--- config.mk ---
export PLATFORM = sky130hd
export DESIGN_NAME = avr_serial_tx
export DESIGN_NICKNAME = d
export VERILOG_FILES = /design/src/rtl/serial_pkg.sv /design/src/rtl/byte_fifo.sv /design/src/rtl/avr_serial_tx.sv
export SDC_FILE = /design/constraint.sdc
export NUM_CORES = 1
export LEC_CHECK = 0
export BUFFER_PORTS_ARGS = -buffer_cell sky130_fd_sc_hd__buf_2
export CELL_PAD_IN_SITES_DETAIL_PLACEMENT = 0
export CELL_PAD_IN_SITES_GLOBAL_PLACEMENT = 1
export CORE_ASPECT_RATIO = 1.75
export CORE_MARGIN = 8
export CORE_UTILIZATION = 46
export DETAILED_ROUTE_END_ITERATION = 7
export PLACE_DENSITY = 0.85
export SETUP_SLACK_MARGIN = 0.3
export SKIP_CTS_REPAIR_TIMING = 1
export SYNTH_ARGS = -nofsm -noshare
export SYNTH_HDL_FRONTEND = slang
export SYNTH_SLANG_ARGS = --single-unit
export TNS_END_PERCENT = 50
--- constraint.sdc ---
create_clock -name clk -period 1.7 [get_ports clk]
set_clock_uncertainty 0.1 [all_clocks]
set_input_delay 0.34 -clock clk [delete_from_list [all_inputs] [get_ports clk]]
set_output_delay 0.34 -clock clk [all_outputs]
set_load 0.01 [all_outputs]
--- src/rtl/serial_pkg.sv ---
// rtl/serial_pkg.sv - shared types and constants for the AVR serial path
package serial_pkg;

   typedef enum logic [1:0] {
      IDLE  = 2'd0,
      START = 2'd1,
      DATA  = 2'd2,
      STOP  = 2'd3
   } tx_state_t;

   localparam int DATA_BITS       = 8;
   localparam int DEF_CLK_PER_BIT = 100;  // 50 MHz / 500 kbaud

endpackage

--- src/rtl/byte_fifo.sv ---
// rtl/byte_fifo.sv - first-word-fall-through FIFO with registered full/empty flags
module byte_fifo #(
   parameter int WIDTH = 8,
   parameter int DEPTH = 4
) (
   input  logic             clk,
   input  logic             rst_n,
   input  logic [WIDTH-1:0] din,
   input  logic             wr,
   input  logic             rd,
   output logic [WIDTH-1:0] dout,
   output logic             full,
   output logic             empty
);

   localparam int AW = $clog2(DEPTH);
   localparam logic [AW:0] CNT_ONE  = (AW+1)'(1);
   localparam logic [AW:0] CNT_FULL = (AW+1)'(DEPTH);

   logic [WIDTH-1:0] r_mem [DEPTH];
   logic [AW-1:0]    r_wr_ptr, r_rd_ptr;
   logic [AW:0]      r_count, w_count_n;
   logic             r_full, r_empty;
   logic             w_do_wr, w_do_rd;

   // a write while full is dropped even if a pop happens in the same cycle
   assign w_do_wr = wr && !r_full;
   assign w_do_rd = rd && !r_empty;

   always_comb begin
      w_count_n = r_count;
      if (w_do_wr && !w_do_rd)
         w_count_n = r_count + CNT_ONE;
      else if (!w_do_wr && w_do_rd)
         w_count_n = r_count - CNT_ONE;
   end

   always_ff @(posedge clk or negedge rst_n) begin
      if (!rst_n) begin
         r_wr_ptr <= '0;
         r_rd_ptr <= '0;
         r_count  <= '0;
         r_full   <= 1'b0;
         r_empty  <= 1'b1;
      end else begin
         if (w_do_wr) r_wr_ptr <= r_wr_ptr + AW'(1);
         if (w_do_rd) r_rd_ptr <= r_rd_ptr + AW'(1);
         r_count <= w_count_n;
         r_full  <= (w_count_n == CNT_FULL);
         r_empty <= (w_count_n == '0);
      end
   end

   always_ff @(posedge clk) begin
      if (w_do_wr) r_mem[r_wr_ptr] <= din;
   end

   assign dout  = r_mem[r_rd_ptr];
   assign full  = r_full;
   assign empty = r_empty;

endmodule

--- src/rtl/avr_serial_tx.sv ---
// rtl/avr_serial_tx.sv - 8N1 UART transmitter to the AVR with busy flow control
module avr_serial_tx
   import serial_pkg::*;
#(
   parameter int CLK_PER_BIT = DEF_CLK_PER_BIT,
   parameter int FIFO_DEPTH  = 4
) (
   input  logic       clk,
   input  logic       rst_n,
   input  logic [7:0] data,
   input  logic       new_data,
   output logic       full,
   input  logic       block,
   output logic       tx,
   output logic       busy
);

   localparam int CW = $clog2(CLK_PER_BIT);
   localparam int BW = $clog2(DATA_BITS);
   localparam logic [CW-1:0] CYC_LAST = CW'(CLK_PER_BIT - 1);
   localparam logic [BW-1:0] BIT_LAST = BW'(DATA_BITS - 1);

   tx_state_t            r_state, w_state_n;
   logic [DATA_BITS-1:0] r_shift, w_shift_n;
   logic [BW-1:0]        r_bit, w_bit_n;
   logic [CW-1:0]        r_cyc, w_cyc_n;
   logic                 r_tx, w_tx_n;
   logic                 r_blk_meta, r_blk_s;
   logic                 w_pop, w_cyc_last;
   logic [7:0]           w_fifo_dout;
   logic                 w_fifo_empty, w_fifo_full;

   byte_fifo #(.WIDTH(8), .DEPTH(FIFO_DEPTH)) u_fifo (
      .clk   (clk),
      .rst_n (rst_n),
      .din   (data),
      .wr    (new_data),
      .rd    (w_pop),
      .dout  (w_fifo_dout),
      .full  (w_fifo_full),
      .empty (w_fifo_empty)
   );

   // synchroniser resets to "blocked" so no frame starts until it has settled
   always_ff @(posedge clk or negedge rst_n) begin
      if (!rst_n) begin
         r_blk_meta <= 1'b1;
         r_blk_s    <= 1'b1;
      end else begin
         r_blk_meta <= block;
         r_blk_s    <= r_blk_meta;
      end
   end

   assign w_cyc_last = (r_cyc == CYC_LAST);

   always_comb begin
      w_state_n = r_state;
      w_shift_n = r_shift;
      w_bit_n   = r_bit;
      w_cyc_n   = r_cyc;
      w_pop     = 1'b0;
      case (r_state)
         IDLE: begin
            if (!w_fifo_empty && !r_blk_s) begin
               w_pop     = 1'b1;
               w_shift_n = w_fifo_dout;
               w_bit_n   = '0;
               w_cyc_n   = '0;
               w_state_n = START;
            end
         end
         START: begin
            if (w_cyc_last) begin
               w_cyc_n   = '0;
               w_bit_n   = '0;
               w_state_n = DATA;
            end else begin
               w_cyc_n = r_cyc + CW'(1);
            end
         end
         DATA: begin
            if (w_cyc_last) begin
               w_cyc_n = '0;
               if (r_bit == BIT_LAST) begin
                  w_state_n = STOP;
               end else begin
                  w_shift_n = r_shift >> 1;
                  w_bit_n   = r_bit + BW'(1);
               end
            end else begin
               w_cyc_n = r_cyc + CW'(1);
            end
         end
         STOP: begin
            if (w_cyc_last) begin
               w_cyc_n   = '0;
               w_state_n = IDLE;
            end else begin
               w_cyc_n = r_cyc + CW'(1);
            end
         end
         default: w_state_n = IDLE;
      endcase

      // tx is registered from the next state so the line changes on the same edge as the FSM
      case (w_state_n)
         START:   w_tx_n = 1'b0;
         DATA:    w_tx_n = w_shift_n[0];
         default: w_tx_n = 1'b1;
      endcase
   end

   always_ff @(posedge clk or negedge rst_n) begin
      if (!rst_n) begin
         r_state <= IDLE;
         r_shift <= '0;
         r_bit   <= '0;
         r_cyc   <= '0;
         r_tx    <= 1'b1;
      end else begin
         r_state <= w_state_n;
         r_shift <= w_shift_n;
         r_bit   <= w_bit_n;
         r_cyc   <= w_cyc_n;
         r_tx    <= w_tx_n;
      end
   end

   assign tx   = r_tx;
   assign full = w_fifo_full;
   assign busy = (r_state != IDLE) || !w_fifo_empty;

endmodule

Word-level counts from Yosys, hierarchy flattened
Memory sizes are Yosys's and may differ from the RTL's.
Cells that the tools add are included.
Widths: inputs -> output; s select.
Word-level totals
  bits in registers: 32
  memory bits (writable): 32
  bits of input ports: 12
  output and inout bits: 3
  logic and storage cells: 76
  memories: 1
Operators by class
  add/sub/neg operators: 6
  equal/unequal tests: 12
  multiplexer cells: 25
  reduce and logical (&&, ||, !) cells: 19
Memories
  u_fifo.r_mem: depth 4, width 8, rd ports 1, clocked after memory_dff 0, wr ports 1, line byte_fifo.sv:20  | logic [WIDTH-1:0] r_mem [DEPTH];
Operators with widths (number)
  $mux 8: 3
  $mux 3: 6
  $pmux 8 s2: 1
  $mux 7: 2
  $pmux 7 s2: 1
  $mux 2: 5
  $pmux 3 s3: 1
  $ne 2x2->1 const B: 4
  $pmux 2 s4: 1
  $add 7x1->7 const B: 1
  $eq 7x7->1 const B: 1
  $add 3x1->3 const B: 2
  $eq 2x2->1 const B: 3
  $eq 3x3->1 const B: 2
  $logic_and 1x1->1: 5
  $logic_not 1->1: 5
  $reduce_and 5->1: 1
  $add 2x1->2 const B: 2
  $eq 2x1->1 const B: 2
  $mux 1: 4
  $reduce_and 4->1: 1
  $reduce_bool 2->1: 2
  $logic_not 3->1: 1
  $reduce_bool 3->1: 1
  other kinds (5): 5

Logic depth before layout (Yosys ltp)
Gate-level depths: netlist (run 1).
  depth after elaboration: 9
  depth in mapped cells: 6
  gate-level depth less buffers: 5

Hierarchy
Synthesis (run 1) repeated with hierarchy kept, for this count alone.
Second synthesis, totals
  cell total of the unflattened synthesis: 203
  area total of the unflattened synthesis: 2861.5 um^2
Modules (own cells, without submodules)
  byte_fifo: times used 1, cells an instance 95, area each 1716.6 um^2, seq. area each 1187.4 um^2
  avr_serial_tx: times used 1, cells an instance 108, area each 1144.8 um^2, seq. area each 579.3 um^2

Worst setup path after synthesis (run 1)
OpenSTA, ideal clock, no wires.
  path kind: reg-to-reg
  from: reg r_cyc[0]
  to: reg r_shift[1]
  data arrival time: 1.595 ns
  required time: 1.474 ns
  setup slack: -0.121 ns
  cell stages (with the launch flop): 7
  buffers on the path: 1
  clock period less this slack: 1.821 ns
  cells stage by stage: dfrtp_1 ha_1 and4b_1 clkbuf_2 nand3b_2 a21o_1 a221o_1
Between the ends
  cells in the longest elaborated chain, start to end: 3
RTL lines
  from (decl): line avr_serial_tx.sv:26  | logic [CW-1:0] r_cyc, w_cyc_n;
  from (signal assigned): line avr_serial_tx.sv:125  | r_cyc <= w_cyc_n;
  $eq 7x7->1: line avr_serial_tx.sv:55  | assign w_cyc_last = (r_cyc == CYC_LAST);
  $ne 2x2->1 (no line)
  $reduce_and 4->1 (no line)
  to (signal assigned): line avr_serial_tx.sv:123  | r_shift <= w_shift_n;
  to (decl): line avr_serial_tx.sv:24  | logic [DATA_BITS-1:0] r_shift, w_shift_n;
Every way passes these cells.
A chain may end at the register's enable or synchronous reset.

Worst setup path after layout (run 1)
  from: reg r_cyc[0]
  to: reg r_bit[0]
Between the ends
  cells in the longest elaborated chain, start to end: 3
RTL lines
  $eq 7x7->1 *: line avr_serial_tx.sv:55
  $ne 2x2->1 (no line)
  $reduce_and 5->1 (no line) *
  to (signal assigned): line avr_serial_tx.sv:124  | r_bit <= w_bit_n;
  to (decl): line avr_serial_tx.sv:25  | logic [BW-1:0] r_bit, w_bit_n;
Mark *: on every way between the ends. The rest lies on a longest branch, timed or not.

==> impl_metrics.tcl, run 1 <==
set metrics [dict create \
    syn_area_um2 2810 \
    dieArea_um2 8970 \
    netlist.area_leader.share 0.342 \
    yosys.area.top_type "edfxtp_1" \
    pre_cts_slack_ns -0.170 \
    synth-seq-cells 64 \
    placementRows 37 \
    hold_viol 0 \
    yosysUniqueCellTypes 45 \
    port_buffers 14 \
    place_congestion 0.783 \
    syn-mean-instance-area_um2 14.7 \
    cts-root-buf "clkbuf_8" \
    syn_nets 212 \
    hold_slack_ns 0.109 \
    num_vias 1746 \
    synth_async_sr_flop_share 0.500 \
    routed_wl_um 5240 \
    worst_slack_ns -0.114 \
    critical_path_class "register to register" \
    max_cap_violations 0 \
    drtAntennaViolNets 0 \
    setup_tns_ns -0.998 \
    grt_pass1_wl_um 8540 \
    synth_commonest_cells "edfxtp_1 (32), dfrtp_1 (28), and2_1 (10)" \
    netlist_top_cells_area "edfxtp_1 (34%), dfrtp_1 (25%), mux4_2 (6.4%)" \
    drcViolationCount 0 \
    reg2reg_from "r_cyc[0]" \
    clock_latency_ns 0.34 \
    endpoint_kind "register" \
    grtUsageTotal 0.127 \
    holdCritStartpoint "data[1]" \
    grt_pass1_vias 1868 \
    violations "negative setup slack" \
    routedWlPerCell_um 15.8 \
    final_nets 269 \
    min_period_over_period 1.07 \
    cts_tree "yes" \
    slew_headroom 0.673 \
    antenna_found_initial 0 \
    layout-drive-gt1-share 0.458 \
    syn_inst 191 \
    hpwl_um 3600 \
    dr.pass1.iters 4 \
    h-tree-depth 3 \
    die_h_um 119 \
    crit_start "r_cyc[0]" \
    overflow 0 \
    status "complete, but fails checks" \
    die_w_um 75.1 \
    vdd_drop_max_mv 0.986 \
    grt_max_degree 33 \
    vias_per_cell 5.27 \
    clk_pin_slew_ns 0.08 \
    ys.flop_type "edfxtp_1" \
    ys_seq_area_frac 0.628 \
    antenna_cells 0 \
    start_kind "register" \
    hp-class "input pin to register" \
    drv_slew 0 \
    setup_viol 14 \
    fin_crit_ns 1.81 \
    fillers 450 \
    cts.path.max_buffers 2 \
    start_util 0.478 \
    drt_iter0_drc 86 \
    crit_fanout 5 \
    clock.fmax_mhz 551 \
    ys_warn_count 0 \
    core-area_um2 5880 \
    crit_arrival_ns 1.94 \
    cts.sinks 64 \
    numCtsBuffers 9 \
    pin_count 15 \
    rsz0062_at_grt "true" \
    crit_required_ns 1.83 \
    synth-edff-count 32 \
    p_per_area_nw_per_um2 1500 \
    p_leak_nw 1.48 \
    yosysMostFrequentCell "edfxtp_1" \
    area_delta_synth_final_pct 30.2 \
    worst_pin_slew_ns 0.485 \
]
==> sequential cells by signal, indices dropped and copies added, names as in the netlist, 2 cells and up <==
name / count
r_state: 2
u_fifo.r_count: 3
u_fifo.r_rd_ptr: 2
r_cyc: 7
u_fifo.r_mem: 32
r_shift: 8
r_bit: 3
u_fifo.r_wr_ptr: 2
==> cell type report <==
| type | count | area [um2] | share of cell area |
|---|---|---|---|
| Multi-Input combinational cell | 115 | 1150 | 0.313 |
| Timing Repair Buffer | 53 | 428 | 0.117 |
| Sequential cell | 64 | 1770 | 0.483 |
| Clock buffer | 9 | 124 | 0.0338 |
| Inverter | 5 | 18.8 | 0.00513 |
| Clock inverter | 7 | 78.8 | 0.0215 |
| Tap cell | 78 | 97.6 | 0.0267 |
==> critical path, cell delays in order, from the launching register on <==
cell	delay (ns)
dfrtp_1	0.37
ha_2	0.19
and4b_2	0.32
a21oi_2	0.09
o32a_1	0.37
mux2_4	0.26
==> kinds of logic (layout without fill, tap and decap cells) <==
| kind of cell | after synthesis | after routing | share of synthesized area |
|---|---|---|---|
| DFF | 64 | 64 | 0.628 |
| and+or+nand+nor | 52 | 52 | 0.113 |
| AOI/OAI and AO/OA | 35 | 35 | 0.0966 |
| muxes | 12 | 12 | 0.0797 |
| buffers and inverters | 12 | 74 | 0.0205 |
| adders and majority gates | 9 | 9 | 0.0401 |
| xor gates and xnor gates | 7 | 7 | 0.0218 |
==> layer usage <==
metal / up-vias / part of all wire / GRT usage
li1: 843 / - / -
met2: 19 / 0.56 / 0.220
met3: 7 / 0.035 / 0.0395
met4: 0 / 0.016 / 0.0630
met1: 877 / 0.38 / 0.129
met5: - / 0 / 0
==> through the flow <==
stage               instances  utilization  cell area [um2]  power [mW]
floorplan                 191            -             2870        3.34
global placement          309        0.558             3280        3.98
detailed placement        309        0.558             3280        4.03
CTS                       325        0.593             3480        5.37
global route              331        0.623             3660        5.80
finish                    331        0.623             3660        5.49
==> layout by cell type (no fill, tap or decap), types with 7 or more instances in the layout <==
cell      Yosys  final
buf_2         3     13
buf_4         0     32
clkbuf_8      0      9
dfrtp_1      28     28
edfxtp_1     32     32
ha_1          9      7
mux4_2        8      8
nand2_1       7      7
xnor2_1       7      7
==> where the power goes <==
part           internal (mW)  switching, mW
Clock                  0.688          0.635
Sequential              2.07          0.245
Combinational           1.05          0.806
==> path summary, 6_finish.rpt <==
check                                           to  slack, ns  depth (start not counted)
worst min-delay path            u_fifo.r_mem[0][1]       0.11                          1
worst max register to register            r_bit[0]      -0.11                          5
max in group asynchronous               r_blk_meta       0.72                          3
worst max-delay path                      r_bit[0]      -0.11                          5
worst min register to register             r_blk_s       0.26                          0
min in group asynchronous                 r_bit[0]       0.45                          3
Note: power is estimated with default switching activity, not from simulation.
==> run 2, diff against run 1 <==
--- a/config.mk
+++ b/config.mk
@@ -10,12 +10,13 @@
 export CELL_PAD_IN_SITES_GLOBAL_PLACEMENT = 1
 export CORE_ASPECT_RATIO = 1.75
 export CORE_MARGIN = 8
-export CORE_UTILIZATION = 46
+export CORE_UTILIZATION = 45
 export DETAILED_ROUTE_END_ITERATION = 7
-export PLACE_DENSITY = 0.85
+export PLACE_DENSITY = 0.84
 export SETUP_SLACK_MARGIN = 0.3
 export SKIP_CTS_REPAIR_TIMING = 1
 export SYNTH_ARGS = -nofsm -noshare
 export SYNTH_HDL_FRONTEND = slang
+export SYNTH_HIERARCHICAL = 1
 export SYNTH_SLANG_ARGS = --single-unit
 export TNS_END_PERCENT = 50
==> run 2 against run 1 <==
- the flow still finishes with violations (negative setup slack)
- power rose by 6.0%
- cell count grew 5.7%
- design area rose by 4.6%
- area after synthesis increased by 1.8%
- critical endpoint is now r_shift[3]
- hold slack lost 0.0066 ns
- setup slack worse by 0.12 ns
- wire length increased by 1.9%
- largest power group unchanged
- clock power rose by 4%
- via count rose by 4.5%
- die area increased by 3.3%
- global-route usage is 0.80 points lower
==> impl_metrics.tcl, run 2 <==
set metrics [dict create \
    status "complete, but fails checks" \
    violations "negative setup slack" \
    cts_tree "yes" \
    synth_async_sr_flop_share 0.500 \
    synth-seq-cells 64 \
    drcViolationCount 0 \
    layout-drive-gt1-share 0.444 \
    ys_seq_area_frac 0.617 \
    cts.path.max_buffers 2 \
    ys.flop_type "edfxtp_1" \
    grtUsageTotal 0.119 \
    hp-class "input pin to register" \
    vias_per_cell 5.21 \
    cts-root-buf "clkbuf_8" \
    critical_path_class "register to register" \
    syn_inst 203 \
    grt_max_degree 18 \
    fillers 482 \
    rsz0062_at_grt "true" \
    start_kind "register" \
    crit_required_ns 1.83 \
    switching_power_mw 1.75 \
    crit_start "r_cyc[2]" \
    placed_cell_area_um2 3360 \
    reg.largest.list "u_fifo/r_mem: 32 flops, r_shift: 8 flops, r_cyc: 7 flops" \
    min_period_over_period 1.14 \
    path_cells "or4b_4 > nor4b_4 > o21bai_4 > a221o_2" \
    clock_latency_ns 0.35 \
    mostFrequentLayoutCells "edfxtp_1 (32), buf_4 (28), dfrtp_1 (28)" \
    synth_compound_area_frac 0.0931 \
    syn-mean-instance-area_um2 14.1 \
    place_congestion 0.776 \
    dieArea_um2 9270 \
    clock_power_share 0.236 \
    worst_pin_slew_ns 0.390 \
    hpwl_um 3550 \
    area_delta_synth_final_pct 33.8 \
    crit_arrival_ns 2.07 \
    antenna_found_initial 0 \
    r2r_setup_slack_ns -0.24 \
    fin_crit_ns 1.94 \
    pin_count 15 \
    p_leak_nw 1.53 \
    drv_slew 0 \
    endpoint_kind "register" \
    drtAntennaViolNets 0 \
    critPathCapture "r_shift[3]" \
    setup_viol 22 \
    num_vias 1825 \
    numCtsBuffers 9 \
    syn_area_um2 2860 \
    yosys-mux-area-fraction 0.0669 \
    hold_viol 0 \
    die_h_um 121 \
    synth_xor_area_frac 0.0245 \
    slew_headroom 0.740 \
    synthSimpleGateAreaFrac 0.137 \
    clk_pin_slew_ns 0.07 \
    die_w_um 76.3 \
    p_seq_frac 0.401 \
    overflow 0 \
    yosysMostFrequentCell "edfxtp_1" \
    layout_commonest_cell "edfxtp_1" \
    synth-edff-count 32 \
    h-tree-depth 3 \
    post-route-util 0.619 \
    synth_commonest_cells "edfxtp_1 (32), dfrtp_1 (28), nand2_1 (14), o21ai_0 (14), and2_1 (10)" \
    grt_pass1_wl_um 8470 \
    placementRows 38 \
    synth_top_family_by_area "simple AND/OR/NAND/NOR gates" \
    final_nets 287 \
    drt_iter0_drc 66 \
    p_per_area_nw_per_um2 1520 \
    ys_warn_count 6 \
    antenna_cells 0 \
    intPower_mw 4.07 \
    port_buffers 14 \
    grt_pass1_vias 1856 \
    crit_fanout 7 \
    largest_reg_flops 32 \
    yosys.area.top_type "edfxtp_1" \
    max_cap_violations 0 \
    reg2reg_from "r_cyc[2]" \
    slowest_delay_ns 0.58 \
    core-area_um2 6180 \
    worst_slack_ns -0.238 \
    synthAdderAreaFrac 0.0394 \
    crit_slowest_cell "or4b_4" \
    netlist.area_leader.share 0.336 \
    cts.sinks 64 \
    power.share.combinational 0.363 \
    dr.pass1.iters 4 \
    clock.fmax_mhz 516 \
    vdd_drop_max_mv 0.938 \
    sw_frac_of_total 0.301 \
    routedWlPerCell_um 15.3 \
    reg2reg_depth 4 \
    start_util 0.463 \
    yosysUniqueCellTypes 44 \
    netlist_top_cells_area "edfxtp_1 (34%), dfrtp_1 (24%), mux4_2 (6.3%)" \
    largest_register "u_fifo/r_mem" \
    pre_cts_slack_ns -0.230 \
    routed_wl_um 5340 \
    r2r-end "r_shift[3]" \
    final_area_um2 3830 \
    syn_nets 224 \
]
## run 2: worst min-delay path by stage
stage	startpoint	endpoint	slack [ns]	cells past startpoint
finish	data[3]	u_fifo/r_mem[3][3]	0.10	1
global route	data[3]	u_fifo/r_mem[2][3]	0.09	1
CTS	rst_n	r_cyc[1]	-0.19	1
detailed placement	rst_n	r_cyc[1]	0.18	1
global placement	rst_n	r_cyc[1]	0.18	1
floorplan	rst_n	r_bit[0]	-0.06	0
## run 2: power groups by stage
stage	clock (mW)	combinational (mW)	sequential (mW)
final	1.37	2.11	2.33
after global routing	1.46	2.31	2.38
after CTS	1.40	1.84	2.33
after detailed placement	0	1.83	2.35
after global placement	0	1.82	2.33
after floorplan	0	1.15	2.34
## run 2: per-layer routing
metal  global-route usage  wire [um]
met2                0.211       2900
met4               0.0690        122
met1                0.114       2140
met5                    0          0
met3               0.0453        174
## run 2: cells by family (layout without fill, tap and decap cells)
logic type | count (synthesis) | count (layout)
adder cells (fa/ha/maj) | 9 | 9
XOR/XNOR | 8 | 8
AND/OR/NAND/NOR | 64 | 64
buffers and inverters | 12 | 79
AO/OA/AOI/OAI | 37 | 37
multiplexers | 9 | 9
flip-flops | 64 | 64
## run 2: final cells by class
| type | instances | area [um2] | share of cell area |
|---|---|---|---|
| timing repair buffer | 59 | 561 | 0.146 |
| sequential | 64 | 1770 | 0.461 |
| clock buffer | 9 | 124 | 0.0324 |
| clock inverter | 6 | 85.1 | 0.0222 |
| inverter | 5 | 18.8 | 0.00490 |
| multi-input combinational | 127 | 1170 | 0.307 |
| tap | 80 | 100 | 0.0261 |
## run 2: metrics by stage
step,hold slack (ns),TNS (ns),cells,power [mW]
floorplan,-0.0556,-2.94,203,3.49
global placement,0.184,-2.74,320,4.15
detailed placement,0.181,-3.01,320,4.18
CTS,-0.194,-3.42,335,5.57
global route,0.0940,-4.78,350,6.15
finish,0.103,-3.54,350,5.82
## run 2: worst max-delay path, delay by kind of cell, from the launching register on
kind | cells | cell delay [ns]
and+or+nand+nor | 2 | 0.86
AOI/OAI and AO/OA | 2 | 0.48
DFF | 1 | 0.38
==> run 3, diff against run 2 <==
--- a/config.mk
+++ b/config.mk
@@ -19,4 +19,3 @@
 export SYNTH_HDL_FRONTEND = slang
 export SYNTH_HIERARCHICAL = 1
 export SYNTH_SLANG_ARGS = --single-unit
-export TNS_END_PERCENT = 50
==> run 3 against run 2 <==
- the run still ends with negative setup slack left
- maximum frequency is 0.12% higher
- critical path depth unchanged
- clock power is essentially flat
- sequential power about the same
- clock-buffer cell count unchanged
- sequential cell count stayed put
- largest cell class unchanged
==> impl_metrics.tcl, run 3 (synthesis results as in run 2) <==
set metrics [dict create \
    grt_pass1_vias 1921 \
    drt_iter0_drc 94 \
    area_delta_synth_final_pct 30.5 \
    met3_usage 0.0364 \
    vias_per_cell 5.26 \
    clock_latency_ns 0.34 \
    crit_required_ns 1.85 \
    grtUsageMet1 0.118 \
    min_period_over_period 1.14 \
    num_vias 1819 \
    reg.largest.list "u_fifo/r_mem: 32 flops, r_shift: 8 flops, r_cyc: 7 flops" \
    clk_pin_slew_ns 0.07 \
    hp-class "input pin to register" \
    crit_fanout 4 \
    dieArea_um2 9270 \
    gr-max-usage-layer "met2" \
    place_congestion 0.754 \
    antenna_found_initial 0 \
    drtAntennaViolNets 0 \
    overflow 0 \
    crit_start "r_cyc[2]" \
    grtUsageTotal 0.123 \
    grt_max_degree 18 \
    setup_viol 22 \
    largest_register "u_fifo/r_mem" \
    endpoint_kind "register" \
    h-tree-depth 3 \
    cts-root-buf "clkbuf_8" \
    antenna_cells 0 \
    hold_slack_ns 0.112 \
    placementRows 38 \
    worst_pin_slew_ns 0.399 \
    final_nets 283 \
    p_per_area_nw_per_um2 1510 \
    fillers 519 \
    p_leak_nw 1.49 \
    layout_commonest_cell "edfxtp_1" \
    hold_viol 0 \
    holdCritStartpoint "data[3]" \
    start_kind "register" \
    hpwl_um 3710 \
    fin_crit_ns 1.94 \
    die_h_um 121 \
    violations "negative setup slack" \
    die_w_um 76.3 \
    cts.path.max_buffers 2 \
    layout-drive-gt1-share 0.432 \
    dr.pass1.iters 4 \
    clock.fmax_mhz 517 \
    cts.sinks 64 \
    start_util 0.463 \
    critical_path_class "register to register" \
    port_buffers 14 \
    status "complete, but fails checks" \
    drv_slew 0 \
    met2_usage 0.220 \
    slew_headroom 0.734 \
    rsz0062_at_grt "true" \
    vdd_drop_max_mv 0.803 \
    drcViolationCount 0 \
    mostFrequentLayoutCells "edfxtp_1 (32), dfrtp_1 (28), buf_4 (27)" \
    numCtsBuffers 9 \
    routed_wl_um 5260 \
    grt_pass1_wl_um 8780 \
    crit_arrival_ns 2.09 \
    routedWlPerCell_um 15.2 \
    max_cap_violations 0 \
    pin_count 15 \
    p_total_mw 5.64 \
    cts_tree "yes" \
    largest_reg_flops 32 \
    worst_slack_ns -0.235 \
    pre_cts_slack_ns -0.261 \
    core-area_um2 6180 \
    post-route-util 0.604 \
    reg2reg_from "r_cyc[2]" \
]
-- run 3: final timing paths --
path                                 endpoint  slack [ns]  cells after the start
min in group asynchronous   u_fifo/r_count[1]        0.36                      2
max                                        tx       -0.24                      4
min                        u_fifo/r_mem[2][3]        0.11                      1
min reg2reg                           r_blk_s        0.26                      0
max in group asynchronous                  tx        0.64                      3
max reg2reg                                tx       -0.24                      4
-- run 3: power by group --
group / internal (mW) / switching, mW / leakage (nW)
combinational: 1.04 / 0.900 / 0.712
sequential: 2.09 / 0.235 / 0.671
clock: 0.811 / 0.561 / 0.103
-- run 3: per-stage QoR --
stage          instances  TNS [ns]  instance area (um2)
2_1_floorplan        203     -2.94                 2940
3_3_place_gp         318     -2.81                 3310
3_5_place_dp         318     -3.24                 3310
4_1_cts              333     -3.65                 3520
5_1_grt              346     -5.19                 3730
6_report             346     -3.56                 3730
-- run 3: worst max-delay path: stages (launching register included) --
cell and delay [ns]:
dfrtp_1 0.38, or4b_4 0.58, or4_2 0.55, o211ai_1 0.12, o211ai_1 0.13
-- run 3: area by class of cell --
class                      count  area, um2  share of cell area
sequential                    64       1770               0.473
timing repair buffer          55        469               0.126
inverter                       5       18.8             0.00503
clock inverter                 6       85.1              0.0228
clock buffer                   9        124              0.0332
tap                           80        100              0.0268
multi-input combinational    127       1170               0.313
-- run 3: metal layers --
metal  up-vias  wire, um
li1        883         -
met1       886      2030
met2        34      2880
met3        16       171
met4         0       181
met5         -         0
